**src/rtl/stack_param.sv**
```systemverilog
// Parametrised LIFO operand stack with occupancy tracking, sticky error flags and a peek port.
// Commands are decoded from {load, push, pop}, and every update lands on the rising clock edge.
module stack_param #(
  parameter int WIDTH = 16,
  parameter int DEPTH = 6,
  localparam int CW = $clog2(DEPTH + 1),
  localparam int IW = $clog2(DEPTH)
) (
  input  logic             clk,
  input  logic             rst_n,
  input  logic             clr,
  input  logic             load,
  input  logic             push,
  input  logic             pop,
  input  logic [WIDTH-1:0] d,
  input  logic [IW-1:0]    pidx,
  output logic [WIDTH-1:0] qtop,
  output logic [WIDTH-1:0] qnext,
  output logic [WIDTH-1:0] qpeek,
  output logic [CW-1:0]    count,
  output logic             empty,
  output logic             full,
  output logic             ovf,
  output logic             udf,
  output logic             err_op
);

  localparam logic [CW-1:0] FULL_CNT = CW'(DEPTH);
  localparam logic [CW-1:0] ONE_CNT  = CW'(1);

  logic [WIDTH-1:0] q     [DEPTH];
  logic [WIDTH-1:0] q_nxt [DEPTH];
  logic [CW-1:0]    count_nxt;
  logic             ovf_nxt, udf_nxt, err_nxt;

  always_comb begin
    q_nxt     = q;
    count_nxt = count;
    ovf_nxt   = ovf;
    udf_nxt   = udf;
    err_nxt   = err_op;
    case ({load, push, pop})
      3'b100: begin
        q_nxt[0] = d;
        if (count == '0) count_nxt = ONE_CNT;
      end
      3'b010, 3'b110: begin
        for (int i = 1; i < DEPTH; i++) q_nxt[i] = q[i-1];
        if (load) q_nxt[0] = d;
        if (count == FULL_CNT) ovf_nxt = 1'b1;
        else count_nxt = count + ONE_CNT;
      end
      3'b001: begin
        if (count == '0) begin
          udf_nxt = 1'b1;
        end else begin
          for (int i = 0; i < DEPTH - 1; i++) q_nxt[i] = q[i+1];
          q_nxt[DEPTH-1] = '0;
          count_nxt = count - ONE_CNT;
        end
      end
      3'b101: begin
        q_nxt[0] = d;
        // Fewer than two operands: keep the result on top without shifting.
        if (count < CW'(2)) begin
          count_nxt = ONE_CNT;
          udf_nxt   = 1'b1;
        end else begin
          for (int i = 1; i < DEPTH - 1; i++) q_nxt[i] = q[i+1];
          q_nxt[DEPTH-1] = '0;
          count_nxt = count - ONE_CNT;
        end
      end
      3'b011, 3'b111: err_nxt = 1'b1;
      default: ;
    endcase
  end

  always_ff @(posedge clk or negedge rst_n) begin
    if (!rst_n) begin
      for (int i = 0; i < DEPTH; i++) q[i] <= '0;
      count  <= '0;
      ovf    <= 1'b0;
      udf    <= 1'b0;
      err_op <= 1'b0;
    end else if (clr) begin
      for (int i = 0; i < DEPTH; i++) q[i] <= '0;
      count  <= '0;
      ovf    <= 1'b0;
      udf    <= 1'b0;
      err_op <= 1'b0;
    end else begin
      q      <= q_nxt;
      count  <= count_nxt;
      ovf    <= ovf_nxt;
      udf    <= udf_nxt;
      err_op <= err_nxt;
    end
  end

  always_comb begin
    qpeek = '0;
    if (32'(pidx) < DEPTH) qpeek = q[pidx];
  end

  assign qtop  = q[0];
  assign qnext = q[1];
  assign empty = (count == '0);
  assign full  = (count == FULL_CNT);

endmodule

```
**config.mk**
```make
export PLATFORM = sky130hd
export DESIGN_NAME = stack_param
export DESIGN_NICKNAME = d
export VERILOG_FILES = /design/src/rtl/stack_param.sv
export SDC_FILE = /design/constraint.sdc
export NUM_CORES = 1
export LEC_CHECK = 0
export ABC_CLOCK_PERIOD_IN_PS = 4800
export BUFFER_PORTS_ARGS = -buffer_cell sky130_fd_sc_hd__buf_2
export CORE_AREA = 5 5 111 113
export CTS_CLUSTER_DIAMETER = 120
export DETAILED_ROUTE_END_ITERATION = 10
export DIE_AREA = 0 0 116 118
export PLACE_DENSITY = 0.76
export SYNTH_ARGS = -nofsm -noshare
export SYNTH_HDL_FRONTEND = slang
export SYNTH_SLANG_ARGS = --single-unit
```
**constraint.sdc**
```tcl
create_clock -name clk -period 4.8 [get_ports clk]
set_clock_uncertainty 0.2 [all_clocks]
set_input_delay 0.48 -clock clk [delete_from_list [all_inputs] [get_ports clk]]
set_output_delay 0.48 -clock clk [all_outputs]
set_load 0.01 [all_outputs]
```
==> impl_metrics.tcl, run 1 <==
set metrics [dict create \
    period_share 0.5880 \
    syn_avg_cell_area_um2 9.297 \
    clock_latency_ps 350 \
    die_y_um 118 \
    ys_warn_count 0 \
    drtAntennaViolNets 0 \
    ir_worst_vdd_v 0.0001848 \
    clock_path_buffers 2 \
    final_area_um2 6421 \
    use_met1 0.3540 \
    crit_path_end_kind "primary output" \
    finalHoldViolations 0 \
    drc 0 \
    dpl.hpwl_mm 10.45 \
    cts_root_buffer "clkbuf_16" \
    initial_core_util 0.5392 \
    maxSlewViolCount 0 \
    die_x_um 116 \
    ys_top_cells_by_area "dfrtp_1 (42%), nand2_1 (10%), a311oi_1 (9.4%)" \
    cp.required_ps 4120 \
    antenna_found_initial 0 \
    route.detailed.wl_per_inst_um 20.55 \
    power_switching_w 0.0006634 \
    cap_violations 0 \
    vias 5307 \
    hold_class "primary input to async pin" \
    cts_hold_buf 0 \
    htreeDepth 3 \
    crit_type "primary input to primary output" \
    drive_gt1_frac 0.2155 \
    tightest_slew_ps 1095 \
    drt_iter0_markers 771 \
    yosys.cell_types.count 38 \
    nNetsFinal 685 \
    worst_setup_path_start_kind "primary input" \
    r2r_cells 7 \
    grt_pass1_wl_mm 26.44 \
    fmax_ghz 0.3543 \
    clkTransAtPathRegs_ps 70 \
    slew_headroom 0.2670 \
    outcome "completed" \
    place_area_um2 6165 \
    cp_max_fo 32 \
    port_buffers 80 \
    rows 39 \
    grt_max_degree 77 \
    post-route-util 0.5721 \
    cts_buffers 9 \
    finalSetupViolations 0 \
    syn_nets 680 \
    synth.cell_area_um2 6052 \
    leakage_nw 2.749 \
    switching_share 0.3117 \
    routed_wl_mm 16.48 \
    p_comb_frac 0.205 \
    num-fill-cells 930 \
    met3_usage 0.05964 \
    firstDrtPassIters 5 \
    internal_power_w 0.001465 \
    netlist.area_leader.share 0.4217 \
    grt_busiest_layer "met2" \
    cts_resized 0 \
    synth_seq_cells 102 \
    ys_seq_area_frac 0.4217 \
    diodes 0 \
    coreArea_um2 11220 \
    finalCriticalPeriod_ps 2822 \
    grt_util_met2 0.3554 \
    overflow 0 \
    dieArea_um2 13690 \
    tns_ps 0 \
    cts_tree "yes" \
    area_delta_synth_final_pct 6.099 \
    cts_setup_buffers 0 \
    clock_power_share 0.315 \
    clkSinkCount 102 \
    grt_pass1_vias 4915 \
    rsz0062_at_grt "false" \
    via_per_inst 6.617 \
    io_pins 81 \
    track_usage 0.2419 \
    seqPwrFrac 0.480 \
    cp.arrival_ps 2140 \
    yosysTopAreaCell "dfrtp_1" \
    power.density_nw_per_um2 331.5 \
    synth_cells 651 \
    place_congestion 0.8632 \
]
worst max-delay path, stage by stage:
cell and delay (ps):
buf_2 710, mux4_2 600, inv_1 70, o22ai_1 80, buf_2 190
metal layers:
metal / vias to the layer above / wire length, µm
li1: 2332 / -
met1: 2622 / 6816
met2: 321 / 7774
met3: 32 / 1617
met4: 0 / 271
met5: - / 0
Yosys cell counts:
| cell type | instances |
|---|---|
| clkbuf_2 | 2 |
| nor2b_1 | 1 |
| nor2_1 | 8 |
| and4_1 | 1 |
| nor2b_2 | 1 |
| nor3_4 | 1 |
| o211a_1 | 1 |
| nand2_1 | 162 |
| o32ai_1 | 2 |
| mux4_2 | 16 |
| nor3_1 | 67 |
| or3b_1 | 1 |
| clkbuf_1 | 30 |
| o21ai_2 | 1 |
| mux2i_1 | 16 |
| o21ba_2 | 1 |
| and2b_1 | 1 |
| nor3b_2 | 1 |
| inv_1 | 20 |
| o21ai_0 | 1 |
| a41oi_1 | 1 |
| and2_1 | 3 |
| buf_2 | 20 |
| nand2b_1 | 6 |
| o22ai_1 | 16 |
| a32oi_1 | 1 |
| a22o_1 | 16 |
| a311oi_1 | 65 |
| a211oi_1 | 1 |
| o31a_2 | 1 |
| a21oi_1 | 20 |
| ha_1 | 4 |
| nor3b_1 | 1 |
| o21bai_4 | 1 |
| buf_6 | 2 |
| dfrtp_1 | 102 |
| buf_4 | 41 |
| mux2_2 | 16 |
power groups by stage:
stage	registers, W	logic [W]	clock network (W)
after global routing	0.00103	0.000478	0.000708
after floorplan	0.00100	0.000343	0
after CTS	0.00102	0.000436	0.000673
after global placement	0.00103	0.000421	0
final	0.00102	0.000437	0.000671
after detailed placement	0.00103	0.000434	0
final timing paths:
path	start	to	slack (ps)
worst max register to register	count[1]	q[33]	2000
min in group clk	clr	ovf	280
worst min-delay path	rst_n	count[1]	80
worst max-delay path	pidx[0]	qpeek[15]	1980
max in group asynchronous	rst_n	qtop[14]	3350
worst min register to register	ovf	ovf	310
cell families (layout without fill, tap and decap cells):
group | Yosys count | after routing | share of synthesized area
and+or+nand+nor | 254 | 254 | 0.1828
buffers and inverters | 115 | 123 | 0.1038
DFF | 102 | 102 | 0.4217
muxes | 48 | 48 | 0.1158
adders and majority gates | 4 | 4 | 0.008270
AOI/OAI and AO/OA | 128 | 128 | 0.1677
placed cells by master (no fill, tap or decap), types with 20 or more instances in the layout:
cell      synthesis  routed
buf_2            20      79
inv_1            20      20
nand2_1         162     162
dfrtp_1         102     102
a21oi_1          20      20
nor3_1           67      67
a311oi_1         65      65
final cells by class:
class,instances,area (µm²),area share
multi-input cells,434,2888,0.4497
inverters,20,75.07,0.01169
flip-flops and latches,102,2552,0.3975
repair buffers,89,470.5,0.07327
clock buffers,12,246.5,0.03839
clock inverters,2,10.01,0.001559
well taps,143,178.9,0.02786
state kept, by name, summed over array words and instances (netlist names):
register  cells
q            64
qnext        16
count         3
ovf           1
qtop         16
udf           1
err_op        1
per-stage QoR:
stage | setup WS (ps) | hold slack, ps | power (W) | cells
6_report | 1978 | 80.05 | 0.002129 | 802
5_1_grt | 1792 | 170.6 | 0.002215 | 802
4_1_cts | 2019 | 127.3 | 0.002125 | 802
3_5_place_dp | 2029 | 283.3 | 0.001466 | 788
3_3_place_gp | 2033 | 273.2 | 0.001446 | 788
2_1_floorplan | 2442 | -15.59 | 0.001344 | 651
Note: power is estimated with default switching activity, not from simulation.
==> run 2, diff against run 1 <==
--- a/config.mk
+++ b/config.mk
@@ -5,12 +5,13 @@
 export SDC_FILE = /design/constraint.sdc
 export NUM_CORES = 1
 export LEC_CHECK = 0
-export ABC_CLOCK_PERIOD_IN_PS = 4800
+export ABC_AREA = 1
+export ABC_CLOCK_PERIOD_IN_PS = 2400
 export BUFFER_PORTS_ARGS = -buffer_cell sky130_fd_sc_hd__buf_2
-export CORE_AREA = 5 5 111 113
+export CORE_AREA = 5 5 116 118
 export CTS_CLUSTER_DIAMETER = 120
 export DETAILED_ROUTE_END_ITERATION = 10
-export DIE_AREA = 0 0 116 118
+export DIE_AREA = 0 0 121 123
 export PLACE_DENSITY = 0.76
 export SYNTH_ARGS = -nofsm -noshare
 export SYNTH_HDL_FRONTEND = slang
==> constraint.sdc (replaced) <==
create_clock -name clk -period 2.4 [get_ports clk]
set_clock_uncertainty 0.2 [all_clocks]
set_input_delay 0.24 -clock clk [delete_from_list [all_inputs] [get_ports clk]]
set_output_delay 0.24 -clock clk [all_outputs]
set_load 0.01 [all_outputs]
==> impl_metrics.tcl, run 2 <==
set metrics [dict create \
    outcome "completed" \
    mostFrequentLayoutCells "nand2_1 (317), o21ai_0 (138), dfrtp_1 (102)" \
    cts_tree "yes" \
    initial_core_util 0.5167 \
    tns_ps 0 \
    finalHoldViolations 0 \
    synth_cells 932 \
    coreArea_um2 12360 \
    synth_fa_ha_area_frac 0.007834 \
    finalCriticalPeriod_ps 2151 \
    drt_iter0_markers 584 \
    synth.cell_area_um2 6389 \
    grt_pass1_wl_mm 29.09 \
    crit_path_end_kind "primary output" \
    dieArea_um2 14880 \
    min_to "qtop[7]" \
    crit_type "flop to primary output" \
    drtAntennaViolNets 0 \
    die_x_um 121 \
    cp_max_fo 4 \
    synth-simple-area-share 0.2932 \
    grt_pass1_vias 5526 \
    diodes 0 \
    fmax_ghz 0.4648 \
    yosys.cell_types.count 22 \
    tightest_slew_ps 657.6 \
    ys_seq_area_frac 0.3995 \
    port_buffers 80 \
    cts_buffers 9 \
    hold_class "primary input to flop" \
    largest_reg_flops 64 \
    synth_top_family_by_area "simple AND/OR/NAND/NOR gates" \
    synthArstFlopShare 1.000 \
    period_share 0.8964 \
    grt_util_met2 0.3602 \
    drc 0 \
    hold_slack_ps 26.01 \
    die_y_um 123 \
    synth-edff-count 0 \
    top_register "q" \
    cp.required_ps 1960 \
    ir_worst_vdd_v 0.0003590 \
    rows 41 \
    overflow 0 \
    route.detailed.wl_per_inst_um 15.40 \
    syn_avg_cell_area_um2 6.855 \
    synth_xor_xnor_area_share 0 \
    netlist.area_leader.share 0.3995 \
    clkSinkCount 102 \
    yosysTopAreaCell "dfrtp_1" \
    slew_headroom 0.5616 \
    grt_busiest_layer "met1" \
    synth_seq_cells 102 \
    holdCritStartpoint "d[7]" \
    area_delta_synth_final_pct 11.44 \
    cts_root_buffer "clkbuf_16" \
    synth.mux.area_fraction 0 \
    whs_path_depth 5 \
    cp.arrival_ps 1710 \
    dp_cells 1114 \
    maxSlewViolCount 0 \
    track_usage 0.2430 \
    htreeDepth 3 \
    firstDrtPassIters 5 \
    finalSetupViolations 0 \
    grt_max_degree 70 \
    io_pins 81 \
    synth_ff_type "dfrtp_1" \
    via_per_inst 5.415 \
    synth_most_common_cell "nand2_1" \
    r2r_cells 9 \
    cap_violations 0 \
    clock_path_buffers 2 \
    reg2reg_from "count[1]" \
    final_common_cell "nand2_1" \
    synth_compound_area_frac 0.1676 \
    routed_wl_mm 17.45 \
    rsz0062_at_grt "false" \
    instances_no_fill 1133 \
    ys_top_cells_by_area "dfrtp_1 (40%), nand2_1 (19%), o21ai_0 (11%)" \
    power.density_nw_per_um2 605.4 \
    dpl.hpwl_mm 11.74 \
    use_met1 0.3608 \
    clock_latency_ps 350 \
    drive_gt1_frac 0.1550 \
    critPathLaunch "qnext[5]" \
    syn_nets 961 \
    worst_setup_path_start_kind "flop" \
    nNetsFinal 985 \
    clkTransAtPathRegs_ps 70 \
    synthTopCellsByCount "nand2_1 (318), o21ai_0 (138), dfrtp_1 (102)" \
    place_congestion 0.8961 \
    r2r-end "q[55]" \
    r2r_slack_ps 380 \
    vias 6135 \
    ys_warn_count 0 \
    leakage_nw 3.672 \
    antenna_found_initial 0 \
    met3_usage 0.04666 \
]
==> run 2: cell count changes after synthesis, moves of 61 or more <==
cell      before  now
o21ai_0        1  138
inv_1         20   81
nand3_1        0   77
nand2_1      162  318
a311oi_1      65    0
nor3_1        67    1
==> run 2: what timing repair did <==
| action | in CTS | in global routing |
|---|---|---|
| hold buffers | 3 | 0 |
| hold endpoints to repair | 37 | 0 |
| resized for setup | 0 | 1 |
| setup endpoints to repair | 0 | 11 |
| setup buffers | 0 | 0 |
==> run 2: cells by family after synthesis <==
kind of cell,count (synthesis)
AOI/OAI and AO/OA,198
adders and majority gates,4
buffers and inverters,181
DFF,102
and+or+nand+nor,447
==> run 2: where the power goes <==
part           internal (W)  switching, W  total, W  leakage (nW)
clock network      0.000834      0.000663   0.00150         0.148
logic              0.000305      0.000581  0.000886          2.13
registers           0.00181      0.000113   0.00193          1.40
total               0.00295       0.00136   0.00431          3.67
==> run 2: worst max path at each step <==
stage	to	slack (ps)	depth (start not counted)
6_report	qpeek[5]	250	7
5_1_grt	qpeek[5]	70	7
4_1_cts	qpeek[5]	210	7
3_5_place_dp	qtop[9]	260	6
3_3_place_gp	qtop[15]	310	6
2_1_floorplan	qtop[0]	670	8
==> run 2: routing by layer <==
metal	vias up	wire, µm
li1	3031	-
met1	2828	8007
met2	262	7830
met3	14	1371
met4	0	244
met5	-	0
==> run 2: cell type report <==
class / count / area (µm²)
Sequential cell: 102 / 2552
Fill cell: 1161 / 5244
Inverter: 84 / 315.3
Clock inverter: 6 / 61.31
Multi-Input combinational cell: 649 / 3013
Timing Repair Buffer: 110 / 723.2
Tap cell: 172 / 215.2
Clock buffer: 10 / 239.0
==> run 2: through the flow <==
| stage | power [W] | worst slack (ps) | area, µm² | utilization |
|---|---|---|---|---|
| floorplan | 0.002536 | 669.1 | 6389 | - |
| global placement | 0.002821 | 308.4 | 6782 | 0.5485 |
| detailed placement | 0.002833 | 264.8 | 6782 | 0.5485 |
| CTS | 0.004327 | 206.4 | 7112 | 0.5752 |
| global route | 0.004531 | 72.70 | 7119 | 0.5759 |
| finish | 0.004310 | 248.6 | 7119 | 0.5759 |
==> run 2: critical path: stages, from the launching register on <==
cell     delay (ps)
dfrtp_1         460
inv_1           100
nand2_1          60
o21ai_0          70
o21ai_0         280
nand2_1          80
o21ai_0         120
buf_2           190
==> run 3, diff against run 2 <==
--- a/config.mk
+++ b/config.mk
@@ -5,13 +5,12 @@
 export SDC_FILE = /design/constraint.sdc
 export NUM_CORES = 1
 export LEC_CHECK = 0
-export ABC_AREA = 1
 export ABC_CLOCK_PERIOD_IN_PS = 2400
 export BUFFER_PORTS_ARGS = -buffer_cell sky130_fd_sc_hd__buf_2
-export CORE_AREA = 5 5 116 118
+export CORE_AREA = 5 5 113 115
 export CTS_CLUSTER_DIAMETER = 120
 export DETAILED_ROUTE_END_ITERATION = 10
-export DIE_AREA = 0 0 121 123
+export DIE_AREA = 0 0 118 120
 export PLACE_DENSITY = 0.76
 export SYNTH_ARGS = -nofsm -noshare
 export SYNTH_HDL_FRONTEND = slang
==> impl_metrics.tcl, run 3 (synthesized netlist as in run 1, its figures left out) <==
set metrics [dict create \
    finalHoldViolations 0 \
    drtAntennaViolNets 0 \
    mostFrequentLayoutCells "nand2_1 (162), dfrtp_1 (102), buf_2 (79)" \
    cts_resized 0 \
    place_congestion 0.8860 \
    hold_slack_ps 94.13 \
    fmax_ghz 0.4345 \
    period_share 0.9590 \
    postLayoutSetupSlackWorst_ps 98.42 \
    crit_path_end_kind "flop" \
    htreeDepth 3 \
    grt_pass1_wl_mm 27.45 \
    initial_core_util 0.5168 \
    track_usage 0.2363 \
    worst_setup_path_start_kind "flop" \
    area_delta_synth_final_pct 10.52 \
    final_common_cell "nand2_1" \
    finalCriticalPeriod_ps 2302 \
    grt_pass1_vias 5168 \
    largest_reg_flops 64 \
    cts_root_buffer "clkbuf_16" \
    antenna_found_initial 0 \
    drc 0 \
    finalSetupViolations 0 \
    drive_gt1_frac 0.2326 \
    hold_class "primary input to flop" \
    post-route-util 0.5712 \
    crit_chain "inv_1, ha_1, nor2_1, nor3_1, o21ai_4, buf_12, a311oi_1" \
    slowest_delay_ps 450 \
    vias 5379 \
    cts_buffers 9 \
    crit_slowest_cell "dfrtp_1" \
    nNetsFinal 699 \
    die_y_um 120 \
    slew_headroom 0.2615 \
    ir_worst_vdd_v 0.0005256 \
    num-fill-cells 989 \
    cap_violations 0 \
    coreArea_um2 11710 \
    tns_ps 0 \
    clkTransAtPathRegs_ps 70 \
    post-place-ws_ps 226.9 \
    rsz0062_at_grt "true" \
    drt_iter0_markers 793 \
    dieArea_um2 14160 \
    tightest_slew_ps 1103 \
    die_x_um 118 \
    cp.arrival_ps 2330 \
    routed_wl_mm 16.75 \
    top_register "q" \
    clock_latency_ps 350 \
    crit_type "flop to flop" \
    dpl.hpwl_mm 10.55 \
    outcome "completed" \
    cp_max_fo 64 \
    cp.required_ps 2430 \
    crit_family "simple AND/OR/NAND/NOR gates" \
    clkSinkCount 102 \
    clock_path_buffers 2 \
    firstDrtPassIters 6 \
    leakage_nw 2.872 \
    route.detailed.wl_per_inst_um 20.38 \
    diodes 0 \
    cts_tree "yes" \
    r2r_slack_ps 100 \
    critPathBufInv 2 \
    rows 40 \
    overflow 0 \
    via_per_inst 6.544 \
    io_pins 81 \
    grt_max_degree 67 \
    port_buffers 80 \
    maxSlewViolCount 0 \
    power.density_nw_per_um2 674.4 \
]
==> run 3: final timing paths <==
path | endpoint | cells after the start | startpoint
worst max-delay path | q[48] | 7 | count[1]
worst min-delay path | qtop[7] | 4 | d[7]
worst max register to register | q[48] | 7 | count[1]
worst min register to register | udf | 2 | udf
max in group asynchronous | q[53] | 3 | rst_n
min in group asynchronous | count[0] | 2 | rst_n
==> run 3: per-layer routing <==
metal | track usage | up-vias | wire length, µm
li1 | - | 2358 | -
met4 | 0.06953 | 0 | 325
met5 | 0 | - | 0
met1 | 0.3265 | 2690 | 7032
met2 | 0.3805 | 294 | 8034
met3 | 0.04571 | 37 | 1358
==> run 3: per-stage QoR <==
step | total power [W] | std cells | cell area, µm²
after global routing | 0.004701 | 822 | 6689
after CTS | 0.004520 | 822 | 6689
final | 0.004511 | 822 | 6689
after detailed placement | 0.002969 | 804 | 6347
after floorplan | 0.002688 | 651 | 6052
after global placement | 0.002927 | 804 | 6347
==> run 3: layout make-up <==
class	count	area (µm²)	share of cell area
clock buffers	14	284.0	0.04246
clock inverters	2	37.54	0.005612
inverters	20	75.07	0.01122
multi-input cells	434	2888	0.4317
flip-flops and latches	102	2552	0.3816
well taps	147	183.9	0.02750
repair buffers	103	668.1	0.09989
==> run 3: timing repair <==
item,CTS,global route
buffers inserted,0,0
endpoints found under the setup margin,0,6
endpoints found under the hold margin,50,0
hold buffers,2,0
==> run 3: where the power goes <==
part           total (W)  internal, W  switching [W]
sequential       0.00204      0.00186       0.000179
clock            0.00156     0.000923       0.000633
combinational   0.000918     0.000390       0.000528
total            0.00451      0.00317        0.00134
==> run 3: tightest hold or removal path, delay by kind of cell <==
family / cells / cell delay, ps
muxes: 1 / 140
AOI/OAI and AO/OA: 1 / 120
buffers and inverters: 1 / 70
and+or+nand+nor: 1 / 40
